<file path="config.mk">
export PLATFORM = sky130hd
export DESIGN_NAME = id_ex_stage_flat
export DESIGN_NICKNAME = d
export VERILOG_FILES = /design/src/rtl/riscv_pkg.sv /design/src/rtl/id_ex_stage_if.sv /design/src/rtl/id_ex_stage_fwd_mux.sv /design/src/rtl/id_ex_stage.sv /design/src/flat_wrapper.sv
export SDC_FILE = /design/constraint.sdc
export NUM_CORES = 1
export LEC_CHECK = 0
export BUFFER_PORTS_ARGS = -buffer_cell sky130_fd_sc_hd__buf_4
export CORE_MARGIN = 3
export CORE_UTILIZATION = 40
export DETAILED_ROUTE_END_ITERATION = 8
export PLACE_DENSITY = 0.72
export SYNTH_ARGS = -nofsm -noshare
export SYNTH_HDL_FRONTEND = slang
export SYNTH_HIERARCHICAL = 1
export SYNTH_SLANG_ARGS = --single-unit
export TNS_END_PERCENT = 5
</file>
<file path="constraint.sdc">
create_clock -name clk -period 1.65 [get_ports clk]
set_input_delay 0.165 -clock clk [delete_from_list [all_inputs] [get_ports clk]]
set_output_delay 0.165 -clock clk [all_outputs]
set_load 0.01 [all_outputs]
</file>
<file path="src/rtl/riscv_pkg.sv">
// ---------------------------------------------------------------------------
// riscv_pkg
// Shared definitions for the RISC-V core pipeline.
//   XLEN           datapath width
//   ALU_*          ALU op encodings (000 ADD, 001 SUB, 010 AND, 011 OR;
//                  100-111 reserved and passed through untouched)
//   REG_X0         index of the hard-wired zero register
//   fwd_src_t      one forwarding source (write enable, dest index, value)
//   ex_state_t     registered ID/EX contents
//   fwd_hit()      true when a forwarding source supplies register rs
// ---------------------------------------------------------------------------
package riscv_pkg;

   localparam int XLEN = 32;

   localparam logic [2:0] ALU_ADD = 3'b000;
   localparam logic [2:0] ALU_SUB = 3'b001;
   localparam logic [2:0] ALU_AND = 3'b010;
   localparam logic [2:0] ALU_OR  = 3'b011;

   localparam logic [4:0] REG_X0 = 5'd0;

   typedef struct packed {
      logic            reg_write;
      logic [4:0]      rd;
      logic [XLEN-1:0] data;
   } fwd_src_t;

   typedef struct packed {
      logic            valid;
      logic [4:0]      rs1;
      logic [4:0]      rs2;
      logic [4:0]      rd;
      logic [XLEN-1:0] rs1_data;
      logic [XLEN-1:0] rs2_data;
      logic [XLEN-1:0] imm;
      logic [2:0]      alu_ctrl;
      logic            alu_src;
      logic            reg_write;
   } ex_state_t;

   // x0 is never a forwarding target: its value is architecturally 0.
   function automatic logic fwd_hit(input fwd_src_t src, input logic [4:0] rs);
      return src.reg_write && (src.rd != REG_X0) && (src.rd == rs);
   endfunction

endpackage

</file>
<file path="src/rtl/id_ex_stage_if.sv">
// ---------------------------------------------------------------------------
// id_ex_stage_if
// Bundle between decode / hazard / writeback logic and the ID/EX stage.
//   id_*        decoded instruction from the ID slot
//   stall       hold the ID/EX contents (owned by the hazard unit)
//   flush       load a bubble (owned by branch resolution)
//   exmem_*     EX/MEM forwarding source
//   memwb_*     MEM/WB forwarding source
//   ex_*        registered + forwarded values presented to the ALU
// Handshake: there is no valid/ready pair. id_valid marks a real
// instruction in the ID slot; ex_valid marks a real instruction in EX.
// Back-pressure is expressed only through stall, cancellation only
// through flush (flush has priority over stall).
// modport master: the driver of id_*/stall/flush/forwarding (upstream side)
// modport slave : the ID/EX stage itself
// ---------------------------------------------------------------------------
interface id_ex_stage_if;
   import riscv_pkg::*;

   logic            id_valid;
   logic [4:0]      id_rs1;
   logic [4:0]      id_rs2;
   logic [4:0]      id_rd;
   logic [XLEN-1:0] id_rs1_data;
   logic [XLEN-1:0] id_rs2_data;
   logic [XLEN-1:0] id_imm;
   logic [2:0]      id_alu_ctrl;
   logic            id_alu_src;
   logic            id_reg_write;

   logic            stall;
   logic            flush;

   logic            exmem_reg_write;
   logic [4:0]      exmem_rd;
   logic [XLEN-1:0] exmem_result;
   logic            memwb_reg_write;
   logic [4:0]      memwb_rd;
   logic [XLEN-1:0] memwb_wdata;

   logic            ex_valid;
   logic [XLEN-1:0] ex_a;
   logic [XLEN-1:0] ex_b;
   logic [2:0]      ex_alu_ctrl;
   logic [XLEN-1:0] ex_store_data;
   logic [4:0]      ex_rd;
   logic            ex_reg_write;

   modport master (
      output id_valid, id_rs1, id_rs2, id_rd, id_rs1_data, id_rs2_data,
             id_imm, id_alu_ctrl, id_alu_src, id_reg_write,
             stall, flush,
             exmem_reg_write, exmem_rd, exmem_result,
             memwb_reg_write, memwb_rd, memwb_wdata,
      input  ex_valid, ex_a, ex_b, ex_alu_ctrl, ex_store_data, ex_rd,
             ex_reg_write
   );

   modport slave (
      input  id_valid, id_rs1, id_rs2, id_rd, id_rs1_data, id_rs2_data,
             id_imm, id_alu_ctrl, id_alu_src, id_reg_write,
             stall, flush,
             exmem_reg_write, exmem_rd, exmem_result,
             memwb_reg_write, memwb_rd, memwb_wdata,
      output ex_valid, ex_a, ex_b, ex_alu_ctrl, ex_store_data, ex_rd,
             ex_reg_write
   );

endinterface

</file>
<file path="src/rtl/id_ex_stage_fwd_mux.sv">
// ---------------------------------------------------------------------------
// fwd_mux
// Operand forwarding selector for one source register.
//   rs        registered source index
//   reg_data  registered register-file read data
//   exmem     EX/MEM forwarding source (youngest, highest priority)
//   memwb     MEM/WB forwarding source
//   data      selected operand value
// ---------------------------------------------------------------------------
module fwd_mux
   import riscv_pkg::*;
(
   input  logic [4:0]      rs,
   input  logic [XLEN-1:0] reg_data,
   input  fwd_src_t        exmem,
   input  fwd_src_t        memwb,
   output logic [XLEN-1:0] data
);

   always_comb begin
      data = reg_data;
      if (fwd_hit(exmem, rs)) begin
         data = exmem.data;
      end else if (fwd_hit(memwb, rs)) begin
         data = memwb.data;
      end
   end

endmodule

</file>
<file path="src/rtl/id_ex_stage.sv">
// ---------------------------------------------------------------------------
// id_ex_stage
// ID/EX pipeline register with stall, flush and EX/MEM, MEM/WB forwarding.
// Outputs feed the ALU combinationally, so forwarded values reach the ALU
// in the same cycle the forwarding sources present them.
//   clk    rising-edge clock
//   rst_n  asynchronous active-low reset, clears all state
//   bus    id_ex_stage_if.slave (id_*, stall, flush, forwarding in; ex_* out)
// ---------------------------------------------------------------------------
module id_ex_stage
   import riscv_pkg::*;
(
   input  logic           clk,
   input  logic           rst_n,
   id_ex_stage_if.slave   bus
);

   ex_state_t       st;
   ex_state_t       id_next;
   fwd_src_t        exmem_src;
   fwd_src_t        memwb_src;
   logic [XLEN-1:0] rs1_fwd;
   logic [XLEN-1:0] rs2_fwd;

   always_comb begin
      id_next           = '0;
      id_next.valid     = bus.id_valid;
      id_next.rs1       = bus.id_rs1;
      id_next.rs2       = bus.id_rs2;
      id_next.rd        = bus.id_rd;
      id_next.rs1_data  = bus.id_rs1_data;
      id_next.rs2_data  = bus.id_rs2_data;
      id_next.imm       = bus.id_imm;
      id_next.alu_ctrl  = bus.id_alu_ctrl;
      id_next.alu_src   = bus.id_alu_src;
      id_next.reg_write = bus.id_reg_write;
   end

   // A flushed bubble clears every field, so rs1/rs2 become x0 and the
   // bubble can never pick up a forwarded value.
   always_ff @(posedge clk or negedge rst_n) begin
      if (!rst_n) begin
         st <= '0;
      end else if (bus.flush) begin
         st <= '0;
      end else if (!bus.stall) begin
         st <= id_next;
      end
   end

   always_comb begin
      exmem_src           = '0;
      exmem_src.reg_write = bus.exmem_reg_write;
      exmem_src.rd        = bus.exmem_rd;
      exmem_src.data      = bus.exmem_result;
      memwb_src           = '0;
      memwb_src.reg_write = bus.memwb_reg_write;
      memwb_src.rd        = bus.memwb_rd;
      memwb_src.data      = bus.memwb_wdata;
   end

   fwd_mux u_fwd_rs1 (
      .rs       (st.rs1),
      .reg_data (st.rs1_data),
      .exmem    (exmem_src),
      .memwb    (memwb_src),
      .data     (rs1_fwd)
   );

   fwd_mux u_fwd_rs2 (
      .rs       (st.rs2),
      .reg_data (st.rs2_data),
      .exmem    (exmem_src),
      .memwb    (memwb_src),
      .data     (rs2_fwd)
   );

   assign bus.ex_valid      = st.valid;
   assign bus.ex_a          = rs1_fwd;
   assign bus.ex_b          = st.alu_src ? st.imm : rs2_fwd;
   assign bus.ex_alu_ctrl   = st.alu_ctrl;
   assign bus.ex_store_data = rs2_fwd;
   assign bus.ex_rd         = st.rd;
   assign bus.ex_reg_write  = st.reg_write & st.valid;

endmodule
</file>
<file path="src/flat_wrapper.sv">
// flat-port wrapper written by rule: the top's interface ports become plain ports
module id_ex_stage_flat import riscv_pkg::*;
  (clk, rst_n, bus_id_valid, bus_id_rs1, bus_id_rs2, bus_id_rd, bus_id_rs1_data, bus_id_rs2_data, bus_id_imm, bus_id_alu_ctrl, bus_id_alu_src, bus_id_reg_write, bus_stall, bus_flush, bus_exmem_reg_write, bus_exmem_rd, bus_exmem_result, bus_memwb_reg_write, bus_memwb_rd, bus_memwb_wdata, bus_ex_valid, bus_ex_a, bus_ex_b, bus_ex_alu_ctrl, bus_ex_store_data, bus_ex_rd, bus_ex_reg_write);
  id_ex_stage_if bus_i ();
  input  logic clk;
  input  logic rst_n;
  input wire logic [$bits(bus_i.id_valid)-1:0] bus_id_valid;
  input wire logic [$bits(bus_i.id_rs1)-1:0] bus_id_rs1;
  input wire logic [$bits(bus_i.id_rs2)-1:0] bus_id_rs2;
  input wire logic [$bits(bus_i.id_rd)-1:0] bus_id_rd;
  input wire logic [$bits(bus_i.id_rs1_data)-1:0] bus_id_rs1_data;
  input wire logic [$bits(bus_i.id_rs2_data)-1:0] bus_id_rs2_data;
  input wire logic [$bits(bus_i.id_imm)-1:0] bus_id_imm;
  input wire logic [$bits(bus_i.id_alu_ctrl)-1:0] bus_id_alu_ctrl;
  input wire logic [$bits(bus_i.id_alu_src)-1:0] bus_id_alu_src;
  input wire logic [$bits(bus_i.id_reg_write)-1:0] bus_id_reg_write;
  input wire logic [$bits(bus_i.stall)-1:0] bus_stall;
  input wire logic [$bits(bus_i.flush)-1:0] bus_flush;
  input wire logic [$bits(bus_i.exmem_reg_write)-1:0] bus_exmem_reg_write;
  input wire logic [$bits(bus_i.exmem_rd)-1:0] bus_exmem_rd;
  input wire logic [$bits(bus_i.exmem_result)-1:0] bus_exmem_result;
  input wire logic [$bits(bus_i.memwb_reg_write)-1:0] bus_memwb_reg_write;
  input wire logic [$bits(bus_i.memwb_rd)-1:0] bus_memwb_rd;
  input wire logic [$bits(bus_i.memwb_wdata)-1:0] bus_memwb_wdata;
  output wire logic [$bits(bus_i.ex_valid)-1:0] bus_ex_valid;
  output wire logic [$bits(bus_i.ex_a)-1:0] bus_ex_a;
  output wire logic [$bits(bus_i.ex_b)-1:0] bus_ex_b;
  output wire logic [$bits(bus_i.ex_alu_ctrl)-1:0] bus_ex_alu_ctrl;
  output wire logic [$bits(bus_i.ex_store_data)-1:0] bus_ex_store_data;
  output wire logic [$bits(bus_i.ex_rd)-1:0] bus_ex_rd;
  output wire logic [$bits(bus_i.ex_reg_write)-1:0] bus_ex_reg_write;
  assign bus_i.id_valid = bus_id_valid;
  assign bus_i.id_rs1 = bus_id_rs1;
  assign bus_i.id_rs2 = bus_id_rs2;
  assign bus_i.id_rd = bus_id_rd;
  assign bus_i.id_rs1_data = bus_id_rs1_data;
  assign bus_i.id_rs2_data = bus_id_rs2_data;
  assign bus_i.id_imm = bus_id_imm;
  assign bus_i.id_alu_ctrl = bus_id_alu_ctrl;
  assign bus_i.id_alu_src = bus_id_alu_src;
  assign bus_i.id_reg_write = bus_id_reg_write;
  assign bus_i.stall = bus_stall;
  assign bus_i.flush = bus_flush;
  assign bus_i.exmem_reg_write = bus_exmem_reg_write;
  assign bus_i.exmem_rd = bus_exmem_rd;
  assign bus_i.exmem_result = bus_exmem_result;
  assign bus_i.memwb_reg_write = bus_memwb_reg_write;
  assign bus_i.memwb_rd = bus_memwb_rd;
  assign bus_i.memwb_wdata = bus_memwb_wdata;
  assign bus_ex_valid = bus_i.ex_valid;
  assign bus_ex_a = bus_i.ex_a;
  assign bus_ex_b = bus_i.ex_b;
  assign bus_ex_alu_ctrl = bus_i.ex_alu_ctrl;
  assign bus_ex_store_data = bus_i.ex_store_data;
  assign bus_ex_rd = bus_i.ex_rd;
  assign bus_ex_reg_write = bus_i.ex_reg_write;
  id_ex_stage u_core (.clk(clk), .rst_n(rst_n), .bus(bus_i));
endmodule
</file>
# [Word-level counts from Yosys, hierarchy flattened]
# Index checks and enable logic that the tools add are counted.
[totals] register_bits=117 in_bits=197 output_inout_bits=106 word_cells=31
[op_classes] n_eq_ne=5 mux=7 bitwise_logic=1 reduce_logical=8
[op_table] operator="$mux 117" count=2
[op_table] operator="$mux 32" count=5
[op_table] operator="$eq 5x5->1" count=4
[op_table] operator="$reduce_bool 5->1" count=2
[op_table] operator="$logic_and 1x1->1" count=6
[op_table] operator="$ne 2x1->1 const B" count=1
[op_table] operator="$and 1x1->1" count=1

# [Longest topological paths before layout]
# Gate-level depths: netlist of the first run.
[logic_depth] word_depth=6 depth_mapped=7 depth_no_buf=5

# [Hierarchy]
# Netlist of the first run, hierarchy kept.
[by_module_without_submodules] module="id_ex_stage" n_inst=1 cells_each=422 area_each_um2=5162.5 seq_area_each_um2=2927.8
[by_module_without_submodules] module="fwd_mux" n_inst=2 cells_each=185 area_each_um2=1167.4 seq_area_each_um2=0.0

# [Worst setup path before layout of the first run]
# No wires, ideal clock.
[synth_timing] kind="reg-to-output" start="register u_core/st[108] in the netlist's numbering" end="output bus_ex_b[10]" t_arrival_ns=1.860 required_ns=1.485 slack_ns=-0.375 stages_incl_launch_ff=7 path_buffers=1 path_cell_list="dfrtp_1 > nor4_1 > o21a_1 > buf_1 > o31ai_1 > a31oi_1 > mux2_2"
[synth_via] elab_chain_cells=5 word_cells_on_any_way=7 cone_classes="eq/ne (2); mux (3); reduce/logical (2)"
[synth_rtl] element="start: declaration" line_no="id_ex_stage.sv:18" text="ex_state_t st;"
[synth_rtl] element="start signal: assignment" line_no="id_ex_stage.sv:47" text="st <= id_next;"
[synth_rtl] element="$eq 5x5->1" line_no="riscv_pkg.sv:44" text="return src.reg_write && (src.rd != REG_X0) && (src.rd == rs);"
[synth_rtl] element="$logic_and 1x1->1" line_no="riscv_pkg.sv:44"
[synth_rtl] element="$mux 32" line_no="id_ex_stage_fwd_mux.sv:24" text="end else if (fwd_hit(memwb, rs)) begin"
[synth_rtl] element="$mux 32 (*)" line_no="id_ex_stage_fwd_mux.sv:22" text="if (fwd_hit(exmem, rs)) begin"
[synth_rtl] element="via bus_ex_store_data[10]" line_no="flat_wrapper.sv:29" text="output wire logic [$bits(bus_i.ex_store_data)-1:0] bus_ex_store_data;"
[synth_rtl] element="$mux 32 (*)" line_no="id_ex_stage.sv:80" text="assign bus.ex_b = st.alu_src ? st.imm : rs2_fwd;"
[synth_rtl] element="end: declaration" line_no="flat_wrapper.sv:27" text="output wire logic [$bits(bus_i.ex_b)-1:0] bus_ex_b;"
# The timed path passes the listed nets; every way through them passes the cells marked *.

# [Worst setup path after layout of the first run]
[layout_timing] start="register u_core/st[108] in the netlist's numbering" end="output bus_ex_b[17]"
[layout_via] elab_chain_cells=5 word_cells_on_any_way=7 cone_classes="eq/ne (2); mux (3); reduce/logical (2)"
[layout_rtl] element="$eq 5x5->1" line_no="riscv_pkg.sv:44"
[layout_rtl] element="$logic_and 1x1->1" line_no="riscv_pkg.sv:44"
[layout_rtl] element="$mux 32" line_no="id_ex_stage_fwd_mux.sv:24"
[layout_rtl] element="$mux 32 (*)" line_no="id_ex_stage_fwd_mux.sv:22"
[layout_rtl] element="$mux 32 (*)" line_no="id_ex_stage.sv:80"
# Every way passes the cells marked *; elsewhere a longest branch is shown, timed or not.

==> results.yml, run 1 <==
status:
  outcome: "complete, but fails checks"
  violations: "negative setup slack"
cts:
  cts-root-buf: "clkbuf_16"
  cts_tree: "yes"
  clk_path_buf_depth: 2
  numCtsBuffers: 17
  cts.sinks: 117
  cts.clk_slew.worst_paths_ps: 60
  ctsHtreeMaxLevel: 4
  clk_latency_ps: 410
route:
  wl_met3_um: 2858
  routedWlPerCell_um: 22.65
  finalWirelength_um: 32730
  wl_met1_um: 12600
  vias: 8601
  drtPass1Iterations: 5
  drc: 0
  first_iter_violations: 943
  top_layer: "met4"
  met2_length_um: 16290
  antenna_left: 0
  viasPerCell: 5.952
setup_path:
  cp.required_ps: 1480
  path_class: "reg2out"
  r2r_cells: 3
  crit_path_start_kind: "flop"
  critPathArrivalTime_ps: 2400
  path_max_fanout: 11
  cp-end-kind: "output pin"
global_route:
  grt_start_max_net_pins: 43
  grt_pass1_wl_um: 48880
  grt_pass1_vias: 8740
  grtUsageTotal: 0.3068
  antenna_found_initial: 0
  grt_overflow: 0
synthesis:
  synth_xor_xnor_area_share: 0.01869
  synth_cells: 792
  synthTopCellsByArea: "dfrtp_1 (39%), mux2i_1 (16%), o31ai_1 (6.4%), nor2_1 (6.0%), nor4_1 (5.5%)"
  ys_ff_latch: 117
  synth_top_area_share: 0.3905
  synthDistinctLibCells: 25
  synth-compound-area-share: 0.1252
  synth_top_area_cell: "dfrtp_1"
  synthAdderAreaFrac: 0
  syn_avg_cell_area_um2: 9.466
  synth_area_mm2: 0.007497
  synthMuxAreaShare: 0.2043
  ys_seq_area_frac: 0.3905
  synth_nets: 989
  yosys.area_share.simple: 0.1859
  synth_top_family_by_area: "multiplexers"
  ys_warn_count: 6
power:
  ir_drop_mv: 0.7685
  power_density_mw_per_mm2: 750.8
  power_mw: 10.32
  p_leak_nw: 6.075
placement:
  finalWeightedCongestion: 0.8824
  dp_hpwl_um: 22180
  port_buffers: 302
  place_area_mm2: 0.01131
job:
  drv_cap: 0
cells_and_area:
  antennaDiodeCount: 0
  fill_cells: 1183
  finalInstanceArea_mm2: 0.01375
  register_area_mm2: 0.002934
  multi_input_area_mm2: 0.005414
  drive_gt1_frac: 0.5099
  syn_to_final_growth_pct: 83.34
  fin_nets: 1400
hold_path:
  whs_path_depth: 3
  hp-class: "in2reg"
sta:
  slew_viol_final: 0
  timing.max_slew.rel_slack: 0.7229
  setup_slack_ps: -914.9
  fin_crit_sh: 1.554
  hold_ws_ps: 7.868
  fin_crit_ps: 2565
  finClkSkew_ps: 0
  fmax_mhz: 389.9
  final_hold_viol_count: 0
  worst_pin_slew_ps: 412.2
  rsz0062_at_grt: "true"
  setup_viol: 96
die:
  die_x_um: 142.9
  row_count: 49
  core-area_mm2: 0.01821
  ios: 303
  die-area_mm2: 0.02042
  initial_core_util: 0.4117
  die_h_um: 142.9
## report_power, final
group / leakage, nW / switching, mW / internal (mW)
clock: 0.293 / 1.36 / 2.49
sequential: 1.55 / 0.146 / 3.03
combinational: 4.24 / 1.63 / 1.66
## cells in the final DEF, fill, tap and decap left out, types with 30 or more instances in the layout
cell           instances
buf_12                35
dfrtp_1              112
nor2_1               118
mux2i_1              117
dlygate4sd3_1         83
a31oi_1               31
buf_4                350
nand4_1               64
nor4_1                32
mux2_4                30
## metrics by stage
step	instances	utilization	setup TNS, ps	setup WS [ps]
6_report	1445	0.7549	-72950	-914.9
5_1_grt	1445	0.7549	-80080	-1024
2_1_floorplan	792	-	-12640	-280.0
4_1_cts	1441	0.7393	-73030	-960.5
3_5_place_dp	1319	0.6210	-42790	-617.0
3_3_place_gp	1319	0.6210	-39760	-541.2
## per-layer routing
| layer | up-vias | track usage |
|---|---|---|
| li1 | 3835 | - |
| met1 | 4194 | 0.3822 |
| met2 | 500 | 0.5151 |
| met3 | 72 | 0.07636 |
| met4 | 0 | 0.1151 |
| met5 | - | 0 |
## path summary, 6_finish.rpt
kind	start	end	slack, ps
worst max-delay path	u_core/st[108]	bus_ex_b[17]	-910
worst min-delay path	bus_id_rd[1]	u_core/bus.ex_rd[1]	8
worst max register to register	u_core/st[109]	u_core/st[109]	730
worst min register to register	u_core/st[36]	u_core/st[36]	520
max in group asynchronous	rst_n	u_core/st[44]	880
min in group asynchronous	rst_n	u_core/bus.ex_alu_ctrl[0]	210
## synth_stat cells
cell,number
buf_4,20
and3_1,2
nand3_1,4
nand2_1,6
dfrtp_1,117
buf_1,9
mux2i_1,117
o31ai_1,64
a21oi_4,2
xnor2_1,16
buf_8,3
buf_2,11
nand4_1,64
mux2_2,32
or2_1,2
o21a_1,2
or3_1,2
or4_4,2
buf_6,7
clkbuf_1,54
and2_1,5
o21ai_1,2
a31oi_1,64
nor4_1,66
nor2_1,119
## registers in the layout, indices dropped and copies added (netlist names)
| register | cells |
|---|---|
| u_core/st | 108 |
| u_core/bus.ex_rd | 5 |
| u_core/bus.ex_alu_ctrl | 3 |
| u_core/bus.ex_valid | 1 |
## final cells by class
cell class / count / area share
Clock inverter: 9 / 0.009102
Tap cell: 229 / 0.02084
Timing Repair Buffer: 496 / 0.3280
Sequential cell: 117 / 0.2135
Multi-Input combinational cell: 571 / 0.3939
Clock buffer: 23 / 0.03477
## repair_timing
action | 4_1_cts | 5_1_grt
setup endpoints to repair | 96 | 96
gates resized for setup | 109 | 37
cloned | 1 | 1
hold buffers | 82 | 1
hold endpoints to repair | 114 | 1
setup buffers | 7 | 4
pin swaps | 70 | 35
## critical path, cell delays in order, from the launching register on
cell and delay (ps):
dfrtp_2 450, xnor2_1 200, nand3_2 180, buf_12 200, buf_12 150, nor4_2 310
a31oi_4 60, mux2_4 290, buf_4 140
## logic make-up after synthesis
| family | after synthesis |
|---|---|
| AOI/OAI and AO/OA | 134 |
| xor gates and xnor gates | 16 |
| buffers and inverters | 104 |
| DFF | 117 |
| muxes | 149 |
| and+or+nand+nor | 272 |
(Power assumes the default switching activity.)
==> inputs of run 2 (changes only) <==
--- a/config.mk
+++ b/config.mk
@@ -14,4 +14,4 @@
 export SYNTH_HDL_FRONTEND = slang
 export SYNTH_HIERARCHICAL = 1
 export SYNTH_SLANG_ARGS = --single-unit
-export TNS_END_PERCENT = 5
+export TNS_END_PERCENT = 100
==> results.yml, run 2 (synthesized netlist as in run 1, its figures left out) <==
route:
  viasPerCell: 6.310
  antenna_left: 0
  drc: 0
  vias: 9465
  routedWlPerCell_um: 26.27
  finalWirelength_um: 39410
  first_iter_violations: 944
  drtPass1Iterations: 5
setup_path:
  cp-end-kind: "output pin"
  path_max_fanout: 27
  crit_chain: "xnor2_2 -> nand3_2 -> buf_12 -> nor4_1 -> a31oi_4 -> mux2_4 -> buf_6"
  r2r-start: "u_core/st[1]"
  critPathArrivalTime_ps: 2510
  crit_path_start_kind: "flop"
  cp.required_ps: 1480
  crit_start: "u_core/st[108]"
  slowest_stage: "nor4_1"
  critPathMaxStageDelay_ps: 600
  path_class: "reg2out"
cts:
  cts_tree: "yes"
  clk_latency_ps: 430
  cts.sinks: 117
  numCtsBuffers: 17
  clk_path_buf_depth: 2
  cts-root-buf: "clkbuf_16"
  ctsHtreeMaxLevel: 4
  cts.clk_slew.worst_paths_ps: 60
die:
  core-area_mm2: 0.01821
  die-area_mm2: 0.02042
  initial_core_util: 0.4117
  die_x_um: 142.9
  ios: 303
  row_count: 49
  die_h_um: 142.9
sta:
  setup_slack_ps: -1021
  fin_crit_sh: 1.619
  tns_ps: -86500
  final_hold_viol_count: 3
  timing.max_slew.rel_slack: 0.5480
  hold_ws_ps: -8.263
  fmax_mhz: 374.3
  finClkSkew_ps: 0
  fin_crit_ps: 2671
  worst_pin_slew_ps: 671.8
  rsz0062_at_grt: "true"
  setup_viol: 96
  slew_viol_final: 0
cells_and_area:
  stdcell_count: 1500
  largest_register: "u_core/st"
  drive_gt1_frac: 0.5442
  finalInstanceArea_mm2: 0.01523
  mostFrequentLayoutCells: "buf_4 (325), nor2_1 (118), mux2i_1 (117), dfrtp_1 (112), dlygate4sd3_1 (97)"
  syn_to_final_growth_pct: 103.1
  mostFrequentLayoutCell: "buf_4"
  fin_nets: 1453
  largest_reg_flops: 108
global_route:
  grt_pass1_vias: 9641
  grtUsageTotal: 0.3552
  antenna_found_initial: 3
  grt_start_max_net_pins: 118
  grt_pass1_wl_um: 55700
  grt_overflow: 0
status:
  outcome: "complete, but fails checks"
  violations: "negative hold slack, negative setup slack"
hold_path:
  min_from: "bus_id_rs2_data[1]"
  hp-class: "in2reg"
placement:
  dpl.cell_count: 1336
  dp_hpwl_um: 22920
  port_buffers: 302
  place_area_mm2: 0.01177
  finalWeightedCongestion: 0.8912
power:
  power_mw: 11.11
  p_leak_nw: 6.521
  ir_drop_mv: 0.7563
  power_density_mw_per_mm2: 729.4
job:
  drv_cap: 0
run 2: what timing repair did:
item | 4_1_cts | 5_1_grt
buffers inserted | 27 | 3
hold endpoints to repair | 147 | 1
hold buffers | 96 | 1
cloned | 4 | 4
gates resized for setup | 175 | 84
pin swaps | 70 | 62
endpoints found under the setup margin | 96 | 96
run 2: final timing paths:
path | end | cells past startpoint | slack [ps]
worst min-delay path | u_core/st[38] | 3 | -8
worst min register to register | u_core/bus.ex_alu_ctrl[0] | 2 | 530
max in group asynchronous | u_core/st[52] | 3 | 810
worst max-delay path | bus_ex_b[23] | 7 | -1020
worst max register to register | u_core/st[1] | 3 | 550
min in group asynchronous | u_core/bus.ex_alu_ctrl[2] | 2 | 290
run 2: routing by layer:
layer	global-route usage	vias up	share of wire
met2	0.5999	681	0.49
met1	0.4347	4656	0.37
met4	0.1361	0	0.045
met3	0.09444	176	0.097
li1	-	3952	-
met5	0	-	0
run 2: stage by stage:
step | util | setup WS (ps)
detailed placement | 0.6463 | -558.1
global placement | 0.6463 | -504.4
floorplan | - | -280.0
finish | 0.8364 | -1021
CTS | 0.8069 | -946.2
global route | 0.8364 | -1044
run 2: power by group:
| group | leakage (nW) | total (mW) | internal [mW] | switching (mW) |
|---|---|---|---|---|
| combinational | 4.68 | 3.91 | 1.97 | 1.94 |
| clock | 0.291 | 3.99 | 2.52 | 1.47 |
| sequential | 1.55 | 3.21 | 3.03 | 0.172 |
| total | 6.52 | 11.1 | 7.53 | 3.58 |
run 2: cell type report:
| class | count | area (µm²) |
|---|---|---|
| clock buffers | 23 | 488.0 |
| diodes | 3 | 7.507 |
| flip-flops and latches | 117 | 2934 |
| multi-input cells | 571 | 6125 |
| fillers | 902 | 2979 |
| clock inverters | 8 | 122.6 |
| well taps | 229 | 286.5 |
| repair buffers | 549 | 5266 |
run 2: worst max-delay path, delay by kind of cell, from the launching register on:
family | cells | cell delay [ps]
and+or+nand+nor | 2 | 730
AOI/OAI and AO/OA | 1 | 60
DFF | 1 | 460
buffers and inverters | 2 | 300
xor gates and xnor gates | 1 | 170
muxes | 1 | 300
